**config.mk**
```make
export PLATFORM = sky130hd
export DESIGN_NAME = sqrt_arbiter
export DESIGN_NICKNAME = d
export VERILOG_FILES = /design/src/rtl/fpu_pkg.sv /design/src/rtl/sqrt_res_fifo.sv /design/src/rtl/sqrt_arbiter.sv
export SDC_FILE = /design/constraint.sdc
export NUM_CORES = 1
export LEC_CHECK = 0
export ABC_AREA = 1
export CAP_MARGIN = 40
export CORE_ASPECT_RATIO = 1.25
export CORE_MARGIN = 2
export CORE_UTILIZATION = 50
export CTS_BUF_LIST = sky130_fd_sc_hd__clkbuf_8
export CTS_CLUSTER_DIAMETER = 120
export DETAILED_ROUTE_END_ITERATION = 10
export GPL_TIMING_DRIVEN = 0
export MAX_ROUTING_LAYER = met4
export PLACE_DENSITY = 0.9
export SYNTH_ARGS = -nofsm -noshare
export SYNTH_HDL_FRONTEND = slang
export SYNTH_SLANG_ARGS = --single-unit
export TNS_END_PERCENT = 5
```
**constraint.sdc**
```tcl
create_clock -name clk -period 2.06 [get_ports clk]
set_input_delay 0.412 -clock clk [delete_from_list [all_inputs] [get_ports clk]]
set_output_delay 0.412 -clock clk [all_outputs]
set_load 0.01 [all_outputs]
```
**src/rtl/fpu_pkg.sv**
```systemverilog
// Shared FPU types for the square-root arbiter: requester id, result entry and
// the datapath latency helper.
package fpu_pkg;

  localparam int FPU_WIDTH = 26;

  typedef logic req_id_t;

  typedef struct packed {
    logic [FPU_WIDTH-1:0] data;
    logic                 sticky;
  } sqrt_res_t;

  // An operand issued in cycle t shows its root on the datapath output in t+LAT.
  function automatic int SQRT_LAT(input int stages);
    return stages - 1;
  endfunction

endpackage

```
**src/rtl/sqrt_res_fifo.sv**
```systemverilog
// First-word-fall-through result FIFO for one requester; holds {sticky, root}.
// Push and pop may coincide at any occupancy; a pop while empty is ignored.
module sqrt_res_fifo
  import fpu_pkg::*;
#(
  parameter int WIDTH = FPU_WIDTH,
  parameter int DEPTH = 4
) (
  input  logic             clk,
  input  logic             rst,
  input  logic             push_i,
  input  logic [WIDTH-1:0] push_data_i,
  input  logic             push_sticky_i,
  input  logic             pop_i,
  output logic             valid_o,
  output logic [WIDTH-1:0] data_o,
  output logic             sticky_o
);

  localparam int PW = (DEPTH > 1) ? $clog2(DEPTH) : 1;
  localparam int CW = $clog2(DEPTH + 1);

  logic [WIDTH:0]  mem_q [DEPTH];
  logic [PW-1:0]   wr_q, wr_d, rd_q, rd_d;
  logic [CW-1:0]   cnt_q, cnt_d;
  logic            pop_en;
  logic [WIDTH:0]  head;

  function automatic logic [PW-1:0] wrap_inc(input logic [PW-1:0] p);
    return (p == PW'(DEPTH - 1)) ? '0 : p + 1'b1;
  endfunction

  always_comb begin
    pop_en = pop_i && (cnt_q != '0);
    wr_d   = push_i ? wrap_inc(wr_q) : wr_q;
    rd_d   = pop_en ? wrap_inc(rd_q) : rd_q;
    cnt_d  = cnt_q;
    case ({push_i, pop_en})
      2'b10:   cnt_d = cnt_q + 1'b1;
      2'b01:   cnt_d = cnt_q - 1'b1;
      default: cnt_d = cnt_q;
    endcase
  end

  always_ff @(posedge clk or posedge rst) begin
    if (rst) begin
      wr_q  <= '0;
      rd_q  <= '0;
      cnt_q <= '0;
    end else begin
      wr_q  <= wr_d;
      rd_q  <= rd_d;
      cnt_q <= cnt_d;
    end
  end

  // When full, the write slot equals the head being popped on the same edge.
  always_ff @(posedge clk) begin
    if (push_i) mem_q[wr_q] <= {push_sticky_i, push_data_i};
  end

  always_comb begin
    head     = mem_q[rd_q];
    valid_o  = (cnt_q != '0);
    data_o   = valid_o ? head[WIDTH-1:0] : '0;
    sticky_o = valid_o ? head[WIDTH] : 1'b0;
  end

endmodule

```
**src/rtl/sqrt_arbiter.sv**
```systemverilog
// Round-robin, credit-based sharing of one pipelined square-root datapath between
// two FPU lanes. Optional perf counters are enabled by defining SQRT_ARB_PERF_EN.
module sqrt_arbiter
  import fpu_pkg::*;
#(
  parameter int WIDTH     = FPU_WIDTH,
  parameter int STAGES    = 6,
  parameter int RES_DEPTH = 4
) (
  input  logic             clk,
  input  logic             rst,
  input  logic             r0_valid,
  output logic             r0_ready,
  input  logic [WIDTH-1:0] r0_data,
  input  logic             r1_valid,
  output logic             r1_ready,
  input  logic [WIDTH-1:0] r1_data,
  output logic [WIDTH-1:0] sq_in,
  input  logic [WIDTH-1:0] sq_out,
  input  logic             sq_sticky,
  output logic             o0_valid,
  input  logic             o0_ready,
  output logic [WIDTH-1:0] o0_data,
  output logic             o0_sticky,
  output logic             o1_valid,
  input  logic             o1_ready,
  output logic [WIDTH-1:0] o1_data,
  output logic             o1_sticky,
  output logic             busy
`ifdef SQRT_ARB_PERF_EN
  ,
  output logic [31:0]      perf_issue0,
  output logic [31:0]      perf_issue1,
  output logic [31:0]      perf_stall0,
  output logic [31:0]      perf_stall1
`endif
);

  localparam int LAT = SQRT_LAT(STAGES);
  localparam int CW  = $clog2(RES_DEPTH + 1);

  logic [CW-1:0] cred0_q, cred0_d, cred1_q, cred1_d;
  req_id_t       last_q, last_d;
  logic          elig0, elig1, grant0, grant1, grant_any;
  req_id_t       grant_id;
  logic          pop0, pop1, push0, push1, tag_any;
  logic          tag_vld_q [LAT];
  req_id_t       tag_id_q  [LAT];

  // Arbitration: reset forces no grant so nothing is accepted while rst is high.
  always_comb begin
    elig0     = !rst && r0_valid && (cred0_q != '0);
    elig1     = !rst && r1_valid && (cred1_q != '0);
    grant0    = elig0 && (!elig1 || last_q == 1'b1);
    grant1    = elig1 && (!elig0 || last_q == 1'b0);
    grant_any = grant0 || grant1;
    grant_id  = req_id_t'(grant1);
    r0_ready  = grant0;
    r1_ready  = grant1;
    sq_in     = grant0 ? r0_data : (grant1 ? r1_data : '0);
    last_d    = grant0 ? 1'b0 : (grant1 ? 1'b1 : last_q);
  end

  always_comb begin
    pop0    = o0_valid && o0_ready;
    pop1    = o1_valid && o1_ready;
    cred0_d = cred0_q;
    cred1_d = cred1_q;
    case ({grant0, pop0})
      2'b10:   cred0_d = cred0_q - 1'b1;
      2'b01:   cred0_d = cred0_q + 1'b1;
      default: cred0_d = cred0_q;
    endcase
    case ({grant1, pop1})
      2'b10:   cred1_d = cred1_q - 1'b1;
      2'b01:   cred1_d = cred1_q + 1'b1;
      default: cred1_d = cred1_q;
    endcase
  end

  always_ff @(posedge clk or posedge rst) begin
    if (rst) begin
      cred0_q <= CW'(RES_DEPTH);
      cred1_q <= CW'(RES_DEPTH);
      last_q  <= 1'b1;
    end else begin
      cred0_q <= cred0_d;
      cred1_q <= cred1_d;
      last_q  <= last_d;
    end
  end

  // Tag pipeline: clearing the valids on reset drops whatever is still in the datapath.
  always_ff @(posedge clk or posedge rst) begin
    if (rst) begin
      for (int i = 0; i < LAT; i++) tag_vld_q[i] <= 1'b0;
    end else begin
      tag_vld_q[0] <= grant_any;
      for (int i = 1; i < LAT; i++) tag_vld_q[i] <= tag_vld_q[i-1];
    end
  end

  always_ff @(posedge clk) begin
    tag_id_q[0] <= grant_id;
    for (int i = 1; i < LAT; i++) tag_id_q[i] <= tag_id_q[i-1];
  end

  always_comb begin
    push0   = tag_vld_q[LAT-1] && (tag_id_q[LAT-1] == 1'b0);
    push1   = tag_vld_q[LAT-1] && (tag_id_q[LAT-1] == 1'b1);
    tag_any = 1'b0;
    for (int i = 0; i < LAT; i++) tag_any = tag_any | tag_vld_q[i];
    busy    = tag_any | o0_valid | o1_valid;
  end

  sqrt_res_fifo #(.WIDTH(WIDTH), .DEPTH(RES_DEPTH)) u_fifo0 (
    .clk           (clk),
    .rst           (rst),
    .push_i        (push0),
    .push_data_i   (sq_out),
    .push_sticky_i (sq_sticky),
    .pop_i         (o0_ready),
    .valid_o       (o0_valid),
    .data_o        (o0_data),
    .sticky_o      (o0_sticky)
  );

  sqrt_res_fifo #(.WIDTH(WIDTH), .DEPTH(RES_DEPTH)) u_fifo1 (
    .clk           (clk),
    .rst           (rst),
    .push_i        (push1),
    .push_data_i   (sq_out),
    .push_sticky_i (sq_sticky),
    .pop_i         (o1_ready),
    .valid_o       (o1_valid),
    .data_o        (o1_data),
    .sticky_o      (o1_sticky)
  );

`ifdef SQRT_ARB_PERF_EN
  logic [31:0] perf_issue0_q, perf_issue1_q, perf_stall0_q, perf_stall1_q;

  always_ff @(posedge clk or posedge rst) begin
    if (rst) begin
      perf_issue0_q <= '0;
      perf_issue1_q <= '0;
      perf_stall0_q <= '0;
      perf_stall1_q <= '0;
    end else begin
      if (grant0) perf_issue0_q <= perf_issue0_q + 1'b1;
      if (grant1) perf_issue1_q <= perf_issue1_q + 1'b1;
      if (r0_valid && !r0_ready) perf_stall0_q <= perf_stall0_q + 1'b1;
      if (r1_valid && !r1_ready) perf_stall1_q <= perf_stall1_q + 1'b1;
    end
  end

  assign perf_issue0 = perf_issue0_q;
  assign perf_issue1 = perf_issue1_q;
  assign perf_stall0 = perf_stall0_q;
  assign perf_stall1 = perf_stall1_q;
`endif

endmodule
```
==> results of run 1 <==
sequential cells by signal, indices dropped and copies added, names as in the netlist:
register,count
u_fifo1.rd_q,2
tag_vld_q,5
tag_id_q,5
u_fifo0.cnt_q,3
cred1_q,3
u_fifo1.wr_q,2
u_fifo0.mem_q,108
u_fifo0.wr_q,2
last_q,1
u_fifo1.mem_q,108
u_fifo1.cnt_q,3
u_fifo0.rd_q,2
cred0_q,3
timing repair:
item / 4_1_cts / 5_1_grt
cloned: 2 / 2
setup buffers: 24 / 7
endpoints found under the setup margin: 113 / 117
resized for setup: 420 / 141
pin swaps: 28 / 40
hold buffers: 0 / 2
endpoints found under the hold margin: 0 / 23
power breakdown:
part	switching, uW	internal (uW)
logic	5430	3710
registers	373	6190
clock network	1860	1940
total	7660	11800
cell type report:
type                    count  area, sq um  area share
plain buffers              43          502      0.0355
inverters                  46          231      0.0164
well taps                 274          343      0.0243
clock buffers              41          564      0.0399
repair buffers            214         2000       0.142
multi-input cells         608         3120       0.221
repair inverters            1         8.76    0.000620
clock inverters            22          118     0.00832
flip-flops and latches    247         7250       0.513
synthesized netlist by cell type (all sizes together) (3+ instances only):
master,count,area share
fa,4,0.0076
edfxtp,216,0.62
dfrtp,23,0.055
xnor2,6,0.0050
clkbuf,5,0.0018
inv,46,0.016
o21ai,63,0.030
buf,39,0.024
ha,14,0.017
a21oi,59,0.030
dfxtp,5,0.0096
dfstp,3,0.0075
nand3,60,0.030
nor2,123,0.045
nand2,273,0.098
stage by stage:
stage	utilization	hold WS, ns	setup TNS [ns]	power, uW	instance area (sq um)
after floorplan	-	0.310	-35.16	10700	10500
after global placement	0.605	0.311	-248.88	13900	12500
after detailed placement	0.615	0.318	-50.18	14500	12700
after CTS	0.668	0.0501	-19.22	18500	13800
after global routing	0.684	0.104	-23.88	20300	14100
final	0.684	0.112	-19.19	19500	14100
path summary, 6_finish.rpt:
| check | startpoint | endpoint | slack, ns | depth (start not counted) |
|---|---|---|---|---|
| min in group clk | tag_id_q[0][2] | tag_id_q[0][3] | 0.33 | 0 |
| hold reg to reg | tag_id_q[0][2] | tag_id_q[0][3] | 0.33 | 0 |
| hold / removal | rst | cred0_q[2] | 0.11 | 2 |
| setup reg to reg | cred0_q[2] | cred1_q[2] | -0.09 | 11 |
| max in group asynchronous | rst | cred1_q[1] | 0.94 | 3 |
| setup / recovery | u_fifo1.rd_q[0] | o1_data[2] | -0.42 | 8 |
cell families after synthesis:
family	count (synthesis)	synth area share
compound gates	122	0.0605
xor+xnor	8	0.00669
fa+ha+maj	18	0.0244
buf+inv	90	0.0424
flops	247	0.691
simple gates	460	0.175
layer usage:
metal,GRT usage,part of all wire,vias to the layer above
met1,0.282,0.32,4040
met2,0.499,0.54,589
li1,-,-,3701
met3,0.0375,0.086,120
met4,0.102,0.046,0
met5,-,0,-
==> metrics, run 1 <==
status finished, violations left; failing checks setup timing; total of max-cap violations 0; most frequent cells in the layout nand2_1 (259), edfxtp_1 (216), nor2_1 (110); initial antenna violation count 0; commonest non-fill, non-tap cell in the layout nand2_1; CTS Sinks around 250; largest net degree at the start of global routing 28; asr flop ratio synth 0.105; Worst Path Required about 1.7 ns; Routed WL between 30000 and 40000 um; Distinct cells, synth 26; share of layout cells above drive strength 1 0.262; Buf/Inv on CP 4; cell family with most CP delay buffers and inverters; P per Cell Area between 1000 and 1500 nW/um^2; H-tree Lvls 2; EDFF count, synth roughly 220; synthesized netlist net count roughly 1000; filler cell count in the final layout 1316; number of CTS-inserted buffers 36; clk buf depth 3; core area ~21000 sq um; # rows 59; Worst-Skew Late Latency 0.53 ns; Cell Count, Final, Fillers Out ~1500; RSZ-0062 raised after global routing yes; Wirelength per Cell approximately 21 um; Initial Utilization 0.507; vias in the first global route between 8000 and 9000; CTS root buf clkbuf_8; worst hold path type in2async; # DRC 0; DRT Pass-1 Iters 6; Final Hold Viols 0; Final HPWL DP 18600 um; Top Ports 170; Pleak between 0.005 and 0.006 uW; initial drt markers approximately 1100; CP Capture Type output port; startpoint types register; port bufs ~170; max incr delay on CP 0.43 ns; Critical Path, Cell by Cell buf_12 -> buf_4 -> buf_4 -> nor2_1 -> nor2_1 -> o21ai_0 -> a21oi_2 -> buf_2; sequential share of the synthesized area 0.691; Die Ht between 150 and 200 um; DRT antenna net count 0; Die Wd 133 um; Mapped Area 10500 sq um; Die ar. ~22000 sq um; Max Fclk 403 MHz; Final Setup Violations 84; GRT Util Overall 0.267; Syn Inst Count 945; global route overflow 0; Yosys reg bits ~250; gpl congestion around 0.80; period utilization 1.20; fin crit period between 2 and 2.5 ns; WP data arrival between 2 and 2.5 ns; n_diodes 0; Vias 8450; Max VDD drop 617 uV; pre-CTS WS -1.17 ns; CTS tree built; layout overhead on the synthesized area 35.0%; CP max-delay cell dfrtp_2; Nets 1300; clock-pin transition on the worst setup and hold timing paths about 0.07 ns; Slew headroom 0.392; Vias per Instance about 5.6; Post-Place Cells approximately 1400; global-route wire length before repair 44300 um; skew final 0.0276 ns; pins over their slew limit 0; Ys Warns 0; Max FO, Critical Path 6; critical path class reg2out; final worst slack -0.421 ns; worst-margin pin slew approximately 0.91 ns; Main synth FF type edfxtp_1; Syn Area/Cell about 11 sq um
Note: power is estimated with default switching activity, not from simulation.
==> run 2, diff against run 1 <==
--- a/config.mk
+++ b/config.mk
@@ -7,7 +7,6 @@
 export LEC_CHECK = 0
 export ABC_AREA = 1
 export CAP_MARGIN = 40
-export CORE_ASPECT_RATIO = 1.25
 export CORE_MARGIN = 2
 export CORE_UTILIZATION = 50
 export CTS_BUF_LIST = sky130_fd_sc_hd__clkbuf_8
==> run 2 against run 1 <==
Against the previous run:
- the run still ends with setup timing left
- worst setup slack lost 0.0093 ns
- hold slack gained 0.042 ns
- sequential share of layout area shrank 0.33 points
- routed wire length grew 2.4%
- highest routed layer unchanged
- sequential cell count is the same
- clock-buffer cell count grew 3
- via count grew 1.5%
- critical path depth shrank 1
- total power grew 0.96%
- critical path type unchanged
- maximum frequency shrank 0.37%
==> metrics, run 2 (synthesis results as in run 1) <==
Final Setup Violations 83 (-1.2%); worst-margin pin slew 0.639 ns (-0.272 ns); clock-pin transition on the worst setup and hold timing paths 0.07 ns (about the same); Top Ports 170 (unchanged); initial drt markers 1021 (-5.7%); skew final 0.0238 ns (-0.00378 ns); Slew headroom 0.573 (+0.181); Gate power share 0.457 (-0.012); CP Capture Type output port; commonest non-fill, non-tap cell in the layout nand2_1; fin crit period 2.49 ns (+0.00929 ns); Critical Path, Cell by Cell buf_8 -> buf_8 -> nor2_1 -> nor2_1 -> o21ai_1 -> a21oi_2 -> clkdlybuf4s15_2; Die Wd 149 um (+11%); H-tree Lvls 2 (unchanged); Pleak 0.00576 uW (+0.83%); global-route wire length before repair 46200 um (+4.2%); Wirelength per Cell 21.1 um (+1.5%); RSZ-0062 raised after global routing yes; Nets 1312 (+0.92%); startpoint types register; total of max-cap violations 0 (unchanged); Max FO, Critical Path 10 (+4); layout overhead on the synthesized area 35.8%; gpl congestion 0.832 (+3.7%); DRT antenna net count 0 (unchanged); CTS Sinks 247 (unchanged); DRT Pass-1 Iters 5 (-1); port bufs 169 (unchanged); Final Hold Viols 0 (unchanged); clock network fraction of design power 0.210 (+0.015); share of layout cells above drive strength 1 0.256 (-0.00581); Buf/Inv on CP 3 (-1); Max Fclk 402 MHz (-0.37%); Max VDD drop 582 uV (-5.6%); GRT Max-Usage Layer met2; most frequent cells in the layout nand2_1 (265), edfxtp_1 (216), nor2_1 (105); vias in the first global route 8731 (+2.7%); met3 global-route usage 0.0491 (+0.0115); Largest regs u_fifo0.mem_q x108, u_fifo1.mem_q x108; Final HPWL DP 18700 um (+0.85%); P per Cell Area 1380 nW/um^2 (+0.35%); CTS root buf clkbuf_8; CP max-delay cell dfrtp_2; # rows 52 (-12%); met2 Use GR 0.500 (+0.00112); global route overflow 0 (unchanged); initial antenna violation count 1 (+1); Routed WL 31800 um (+2.4%); Vias per Instance 5.68 (+0.64%); failing checks setup timing; Int Pwr 12000 uW (+0.94%); Final Hold Slack 0.154 ns (+0.0423 ns); global routing usage on met1 0.312 (+0.0305); Worst-Skew Late Latency 0.55 ns (+0.02 ns); GRT Util Overall 0.282 (+0.0157); WP data arrival 2.08 ns (about the same); final worst slack -0.430 ns (-0.00929 ns); status finished, violations left; Die ar. 22100 sq um (about the same); # DRC 0 (unchanged); pins over their slew limit 0 (unchanged); period utilization 1.21 (+0.00451); core area 20400 sq um (-1.5%); Die Ht 149 um (-10%); Seq pwr share 0.332 (-0.004); largest net degree at the start of global routing 28 (unchanged); CTS tree built; setup_tns -21.33 ns (-2.14 ns); filler cell count in the final layout 1299 (-1.3%); Initial Utilization 0.514 (+0.00760); cell family with most CP delay buffers and inverters; max incr delay on CP 0.44 ns (about the same); Vias 8578 (+1.5%); worst hold path type in2async; utilization after layout 0.698 (+0.0145); critical path class reg2out; clk buf depth 3 (unchanged); switching fraction of total power 0.393 (about the same); Worst Path Required 1.65 ns (about the same); number of CTS-inserted buffers 40 (+11%); Psw 7740 uW (+0.99%)
## run 2: changes by cell type in the layout (fill, tap and decap cells not counted), sizes merged, moves of 2 or more
cell / change
buf: -6
clkbuf: +10
clkdlybuf4s15: +3
clkinv: +7
dlygate4sd2: +2
dlygate4sd3: +2
inv: -3
## run 2: path summary, 6_finish.rpt
kind / from / end / slack, ns / cells after the start
setup / recovery: u_fifo1.rd_q[0] / o1_data[14] / -0.43 / 7
hold / removal: rst / last_q / 0.15 / 2
setup reg to reg: cred1_q[2] / cred0_q[2] / 0.03 / 10
hold reg to reg: tag_id_q[0][3] / tag_id_q[0][4] / 0.32 / 0
max in group asynchronous: rst / u_fifo0.wr_q[0] / 1.16 / 3
min in group clk: tag_id_q[0][3] / tag_id_q[0][4] / 0.32 / 0
## run 2: cell type report
cell class	count	area (sq um)	area share
repair inverters	1	8.76	0.000616
well taps	270	338	0.0238
flip-flops and latches	247	7240	0.509
inverters	46	221	0.0156
diodes	1	2.50	0.000176
plain buffers	44	460	0.0324
clock inverters	27	168	0.0118
multi-input cells	609	3130	0.220
repair buffers	220	2040	0.143
clock buffers	44	606	0.0426
## run 2: routing by layer
| metal | up-vias | part of all wire |
|---|---|---|
| met5 | - | 0 |
| met4 | 0 | 0.048 |
| met3 | 121 | 0.099 |
| met2 | 685 | 0.52 |
| met1 | 4031 | 0.33 |
| li1 | 3741 | - |
## run 2: power groups by stage
stage | Clock, uW | Combinational, uW | Sequential, uW
floorplan | 0 | 4200 | 6500
global placement | 0 | 7460 | 6550
detailed placement | 0 | 7990 | 6570
CTS | 4120 | 8370 | 6510
global route | 4340 | 9620 | 6590
finish | 4140 | 9010 | 6540
## run 2: stage by stage
stage	cell area, sq um	setup WS, ns	std cells	power (uW)
2_1_floorplan	10500	-0.193	945	10700
3_3_place_gp	12500	-1.20	1384	14000
3_5_place_dp	12700	-1.18	1390	14600
4_1_cts	14000	-0.403	1499	19000
5_1_grt	14200	-0.463	1509	20500
6_report	14200	-0.430	1509	19700
## run 2: repair_timing
item | 4_1_cts | 5_1_grt
pin swaps | 33 | 27
setup buffers | 29 | 6
resized for setup | 388 | 115
endpoints found under the setup margin | 147 | 88
endpoints found under the hold margin | 14 | 0
gates cloned | 5 | 1
hold buffers | 4 | 0
